$ cat src/rtl/cpu_pkg.sv
// cpu_pkg: shared widths, reset stretch length and program sequencer state encoding.
package cpu_pkg;
  localparam int PC_W = 8;
  localparam int NIB_W = 4;
  localparam int RST_CYCLES = 4;
  typedef enum logic [1:0] {PS_RST, PS_RUN, PS_HALT} ps_state_t;
endpackage

$ cat src/rtl/reset_stretcher.sv
// reset_stretcher: 2-flop synchroniser on rst_ni release, then holds sync_reset_o for RST_CYCLES more cycles.
module reset_stretcher #(
  parameter int RST_CYCLES = cpu_pkg::RST_CYCLES
) (
  input  logic clk_i,
  input  logic rst_ni,
  output logic sync_reset_o,
  output logic done_o
);
  localparam int CW = $clog2(RST_CYCLES + 1);
  logic [1:0]    sync_q;
  logic [CW-1:0] cnt_q;
  logic          rst_q;
  // done_o flags the edge at which sync_reset_o drops, so the FSM can leave RST on that same edge
  assign done_o = rst_q & sync_q[1] & (cnt_q == CW'(RST_CYCLES - 1));
  assign sync_reset_o = rst_q;
  always_ff @(posedge clk_i or negedge rst_ni) begin
    if (!rst_ni) begin
      sync_q <= '0;
      cnt_q  <= '0;
      rst_q  <= 1'b1;
    end else begin
      sync_q <= {sync_q[0], 1'b1};
      if (rst_q & sync_q[1]) cnt_q <= cnt_q + CW'(1);
      rst_q <= rst_q & ~done_o;
    end
  end
endmodule

$ cat src/rtl/program_sequencer.sv
// program_sequencer: PC and fetch address sequencing with stretched synchronous reset.
// Define PS_SINGLE_STEP_EN to add the debug HALT state (halt_req / step); otherwise halted is tied 0.
module program_sequencer #(
  parameter int PC_W       = cpu_pkg::PC_W,
  parameter int NIB_W      = cpu_pkg::NIB_W,
  parameter int RST_CYCLES = cpu_pkg::RST_CYCLES
) (
  input  logic             clk,
  input  logic             reset_n,
  input  logic             jmp,
  input  logic             jmp_nz,
  input  logic             dont_jmp,
  input  logic [NIB_W-1:0] ir_nibble,
  input  logic             halt_req,
  input  logic             step,
  output logic             sync_reset,
  output logic [PC_W-1:0]  pm_addr,
  output logic [PC_W-1:0]  pc,
  output logic             halted
);
  import cpu_pkg::*;
  ps_state_t       state_q, state_d;
  logic [PC_W-1:0] pc_q, nxt;
  logic            halted_q, done;
  reset_stretcher #(.RST_CYCLES(RST_CYCLES)) u_rst (
    .clk_i       (clk),
    .rst_ni      (reset_n),
    .sync_reset_o(sync_reset),
    .done_o      (done)
  );
  assign nxt = (jmp | (jmp_nz & ~dont_jmp)) ? {pc_q[PC_W-1:NIB_W], ir_nibble} : pc_q + PC_W'(1);
`ifdef PS_SINGLE_STEP_EN
  always_comb begin
    pm_addr = (state_q == PS_RST) ? '0 : (state_q == PS_HALT && halt_req && !step) ? pc_q : nxt;
    state_d = (state_q == PS_RST) ? (done ? PS_RUN : PS_RST) : (halt_req ? PS_HALT : PS_RUN);
  end
`else
  logic unused_dbg;
  assign unused_dbg = halt_req ^ step;
  always_comb begin
    pm_addr = (state_q == PS_RST) ? '0 : nxt;
    state_d = (state_q == PS_RST && !done) ? PS_RST : PS_RUN;
  end
`endif
  always_ff @(posedge clk or negedge reset_n) begin
    if (!reset_n) begin
      state_q  <= PS_RST;
      pc_q     <= '0;
      halted_q <= 1'b0;
    end else begin
      state_q  <= state_d;
      pc_q     <= pm_addr;
      halted_q <= (state_d == PS_HALT);
    end
  end
  assign pc = pc_q;
  assign halted = halted_q;
endmodule

$ cat config.mk
export PLATFORM = sky130hd
export DESIGN_NAME = program_sequencer
export DESIGN_NICKNAME = d
export VERILOG_FILES = /design/src/rtl/cpu_pkg.sv /design/src/rtl/reset_stretcher.sv /design/src/rtl/program_sequencer.sv
export SDC_FILE = /design/constraint.sdc
export NUM_CORES = 1
export LEC_CHECK = 0
export CORE_MARGIN = 1
export CORE_UTILIZATION = 38
export CTS_CLUSTER_SIZE = 24
export DETAILED_ROUTE_END_ITERATION = 7
export GPL_TIMING_DRIVEN = 0
export PLACE_DENSITY_LB_ADDON = 0.08
export SLEW_MARGIN = 10
export SYNTH_ARGS = -nofsm -noshare
export SYNTH_HDL_FRONTEND = slang
export SYNTH_SLANG_ARGS = --single-unit
$ cat constraint.sdc
create_clock -name clk -period 1.6 [get_ports clk]
set_input_delay 0.32 -clock clk [delete_from_list [all_inputs] [get_ports clk]]
set_output_delay 0.32 -clock clk [all_outputs]
set_load 0.02 [all_outputs]
==> flow_metrics.py <==
metrics = {
    "finish": {
        "multiInputGateArea_um2": 465.4,
        "fillers": 150,
        "final_nets": 121,
        "seq_area_um2": 382.9,
        "drive_above_1_share": 0.4906,
        "n_antenna_cell": 0,
        "area.growth.synth_to_final_pct": 66.84,
    },
    "run": {
        "drv_cap": 0,
    },
    "die": {
        "die_area_um2": 2137,
        "die_width_um": 46.23,
        "core_area_um2": 1783,
        "initial_utilization": 0.4168,
        "ios": 29,
        "num_rows": 15,
        "die_y_um": 46.23,
    },
    "logic_synthesis": {
        "ys_types": 27,
        "avgSynthCellArea_um2": 10.93,
        "synth_common_cells": "dfrtp_1, nand2_1, a21oi_1, nand3_1, o21ai_0",
        "synthArstFlopShare": 1.000,
        "synth_area_um2": 743.2,
        "ys_warn_count": 0,
        "netlist_instances": 68,
        "synth_top_area_share": 0.4714,
        "ys.flop_type": "dfrtp_1",
        "ys_seq_elements": 15,
        "synth.net_count": 82,
        "synthMostInstantiatedCell": "dfrtp_1",
        "synth-edff-count": 0,
        "synth-seq-area-share": 0.5067,
        "synth_top_area_cell": "dfrtp_1",
        "synth.area.top_cells": "dfrtp_1, ha_1, mux2i_1",
    },
    "status": {
        "violations": "negative setup slack",
        "status": "finished with violations",
    },
    "sta": {
        "fin_skew_ns": 0.003069,
        "min_period_over_period": 1.238,
        "fin_hold_ws_ns": 0.3669,
        "slew_headroom": 0.5491,
        "slew_violations": 0,
        "worstMarginPinSlew_ns": 0.6742,
        "min_period_ns": 1.980,
        "setup_slack_ns": -0.3803,
        "rsz0062_at_grt": "yes",
        "setup_viol": 8,
        "hold_viol": 0,
        "max_freq_ghz": 0.5050,
    },
    "cts": {
        "cts_tree": "built",
        "cts_buffers": 3,
        "htreeDepth": 1,
        "clockBufferDepth": 2,
        "worst_skew_pair.late_latency_ns": 0.28,
        "cts_sinks": 15,
        "clk_pin_slew_worst_paths_ns": 0.10,
        "root_buffer": "clkbuf_4",
    },
    "drt": {
        "dr.pass1.iters": 3,
        "drt.antenna.violating_nets": 0,
        "via_per_inst": 5.015,
        "via_count": 657,
        "wl_per_cell_um": 13.01,
        "wl_um": 1704,
        "drtIter0Drc": 4,
        "drc": 0,
    },
    "critical_path": {
        "crit_path_start_kind": "flop",
        "crit_fanout": 5,
        "crit_type": "reg2out",
        "cp.required_ns": 1.28,
        "arrival_ns": 1.66,
        "cp-end-kind": "output port",
    },
    "pwr": {
        "internal_power_uw": 504.7,
        "p_leak_uw": 0.0005566,
        "p_per_area_nw_per_um2": 540.9,
        "pwr-share-seq": 0.571,
        "ir_drop_mv": 0.5380,
        "combPwrFrac": 0.091,
        "clkPwrFrac": 0.339,
        "net-switching-power_uw": 166.0,
        "switching_share": 0.2476,
    },
    "placed_design": {
        "preCtsSetupSlack_ns": -1.024,
        "place_hpwl_um": 1140,
        "gp_congestion": 0.7257,
        "port_buffers": 25,
    },
    "grt": {
        "antenna_found_initial": 0,
        "grt_pass1_vias": 634,
        "grt_start_max_net_pins": 16,
        "grt_util_all_layers": 0.1851,
        "grt_pass1_wl_um": 2691,
        "grt-ovfl-total": 0,
    },
    "hold_path": {
        "min_path_type": "reg2reg",
    },
}
## power groups by stage
stage | Clock [uW] | Combinational (uW) | Sequential [uW]
CTS | 238 | 60.7 | 383
finish | 227 | 60.7 | 383
detailed placement | 0 | 50.8 | 390
floorplan | 0 | 20.3 | 390
global placement | 0 | 49.4 | 390
global route | 263 | 65.8 | 383
## stage by stage
step | utilization | instances | setup TNS [ns] | total power (uW) | instance area, um2
final | 0.6954 | 131 | -2.559 | 670.7 | 1240
after global routing | 0.6954 | 131 | -3.186 | 712.0 | 1240
after CTS | 0.6800 | 128 | -2.663 | 681.7 | 1212
after detailed placement | 0.6147 | 118 | -8.467 | 440.9 | 1096
after global placement | 0.6147 | 118 | -8.161 | 439.3 | 1096
after floorplan | - | 68 | -0.2682 | 410.0 | 814.5
## layout make-up
type	count	area share
repair buffers	34	0.2361
clock buffers	3	0.01816
well taps	25	0.02523
multi-input cells	48	0.3754
inverters	2	0.006054
flip-flops and latches	15	0.3088
plain buffers	3	0.02422
clock inverters	1	0.006054
## worst max-delay path: stages, from the launching register on
cell and delay (ns):
dfrtp_2 0.42, nand4_1 0.22, nor4_4 0.30, mux2i_2 0.26, buf_4 0.17
## path summary, 6_finish.rpt
path	slack, ns	from	depth (start not counted)	end
max reg2reg	0.23	pc[2]$_DFF_PN0_	4	pc[6]$_DFF_PN0_
min reg2reg	0.37	u_rst.sync_q[0]$_DFF_PN0_	0	u_rst.sync_q[1]$_DFF_PN0_
min	0.37	u_rst.sync_q[0]$_DFF_PN0_	0	u_rst.sync_q[1]$_DFF_PN0_
min in group asynchronous	0.43	reset_n	1	u_rst.cnt_q[0]$_DFFE_PN0N_
max	-0.38	pc[2]$_DFF_PN0_	4	pm_addr[7]
max in group asynchronous	0.69	reset_n	1	pc[1]$_DFF_PN0_
## layout by cell type (no fill, tap or decap), drive strengths merged
cell type / count
a21boi: 1
o311a: 1
clkbuf: 4
or3: 2
xnor2: 3
buf: 20
o21bai: 1
nor4: 2
dlymetal6s2s: 1
nor4b: 1
mux2i: 3
nand3: 5
nor2b: 1
nand4: 1
or4: 1
conb: 2
dfstp: 1
o31ai: 1
a21oi: 4
dfrtp: 14
nand2: 7
nand2b: 3
dlygate4sd2: 10
clkdlybuf4s50: 5
clkinvlp: 1
ha: 3
mux2: 1
o21ai: 4
inv: 2
or3b: 1
## sequential cells by signal, summed over array words and instances (netlist names)
name	count
pc	8
u_rst.cnt_q	3
u_rst.sync_q	2
state_q	1
u_rst.sync_reset_o	1
## layer usage
| metal | up-vias | global-route usage | wire length, um |
|---|---|---|---|
| met3 | 6 | 0.04706 | 88 |
| met5 | - | 0 | 0 |
| met1 | 314 | 0.2158 | 733 |
| li1 | 316 | - | - |
| met4 | 0 | 0.1176 | 44 |
| met2 | 21 | 0.2986 | 837 |
## repair_timing
item	4_1_cts	5_1_grt
gates cloned	1	0
hold buffers	0	0
endpoints found under the setup margin	16	10
setup buffers	5	3
pin swaps	4	2
resized for setup	68	4
## kinds of logic after synthesis
logic type / after synthesis / share of synthesized area
DFF: 15 / 0.5067
muxes: 4 / 0.05556
buffers and inverters: 5 / 0.03368
and+or+nand+nor: 24 / 0.2105
xor gates and xnor gates: 3 / 0.03536
AOI/OAI and AO/OA: 12 / 0.09766
adders and majority gates: 3 / 0.05051
other: 2 / 0.01010
Power figures use the tool's default switching activity.
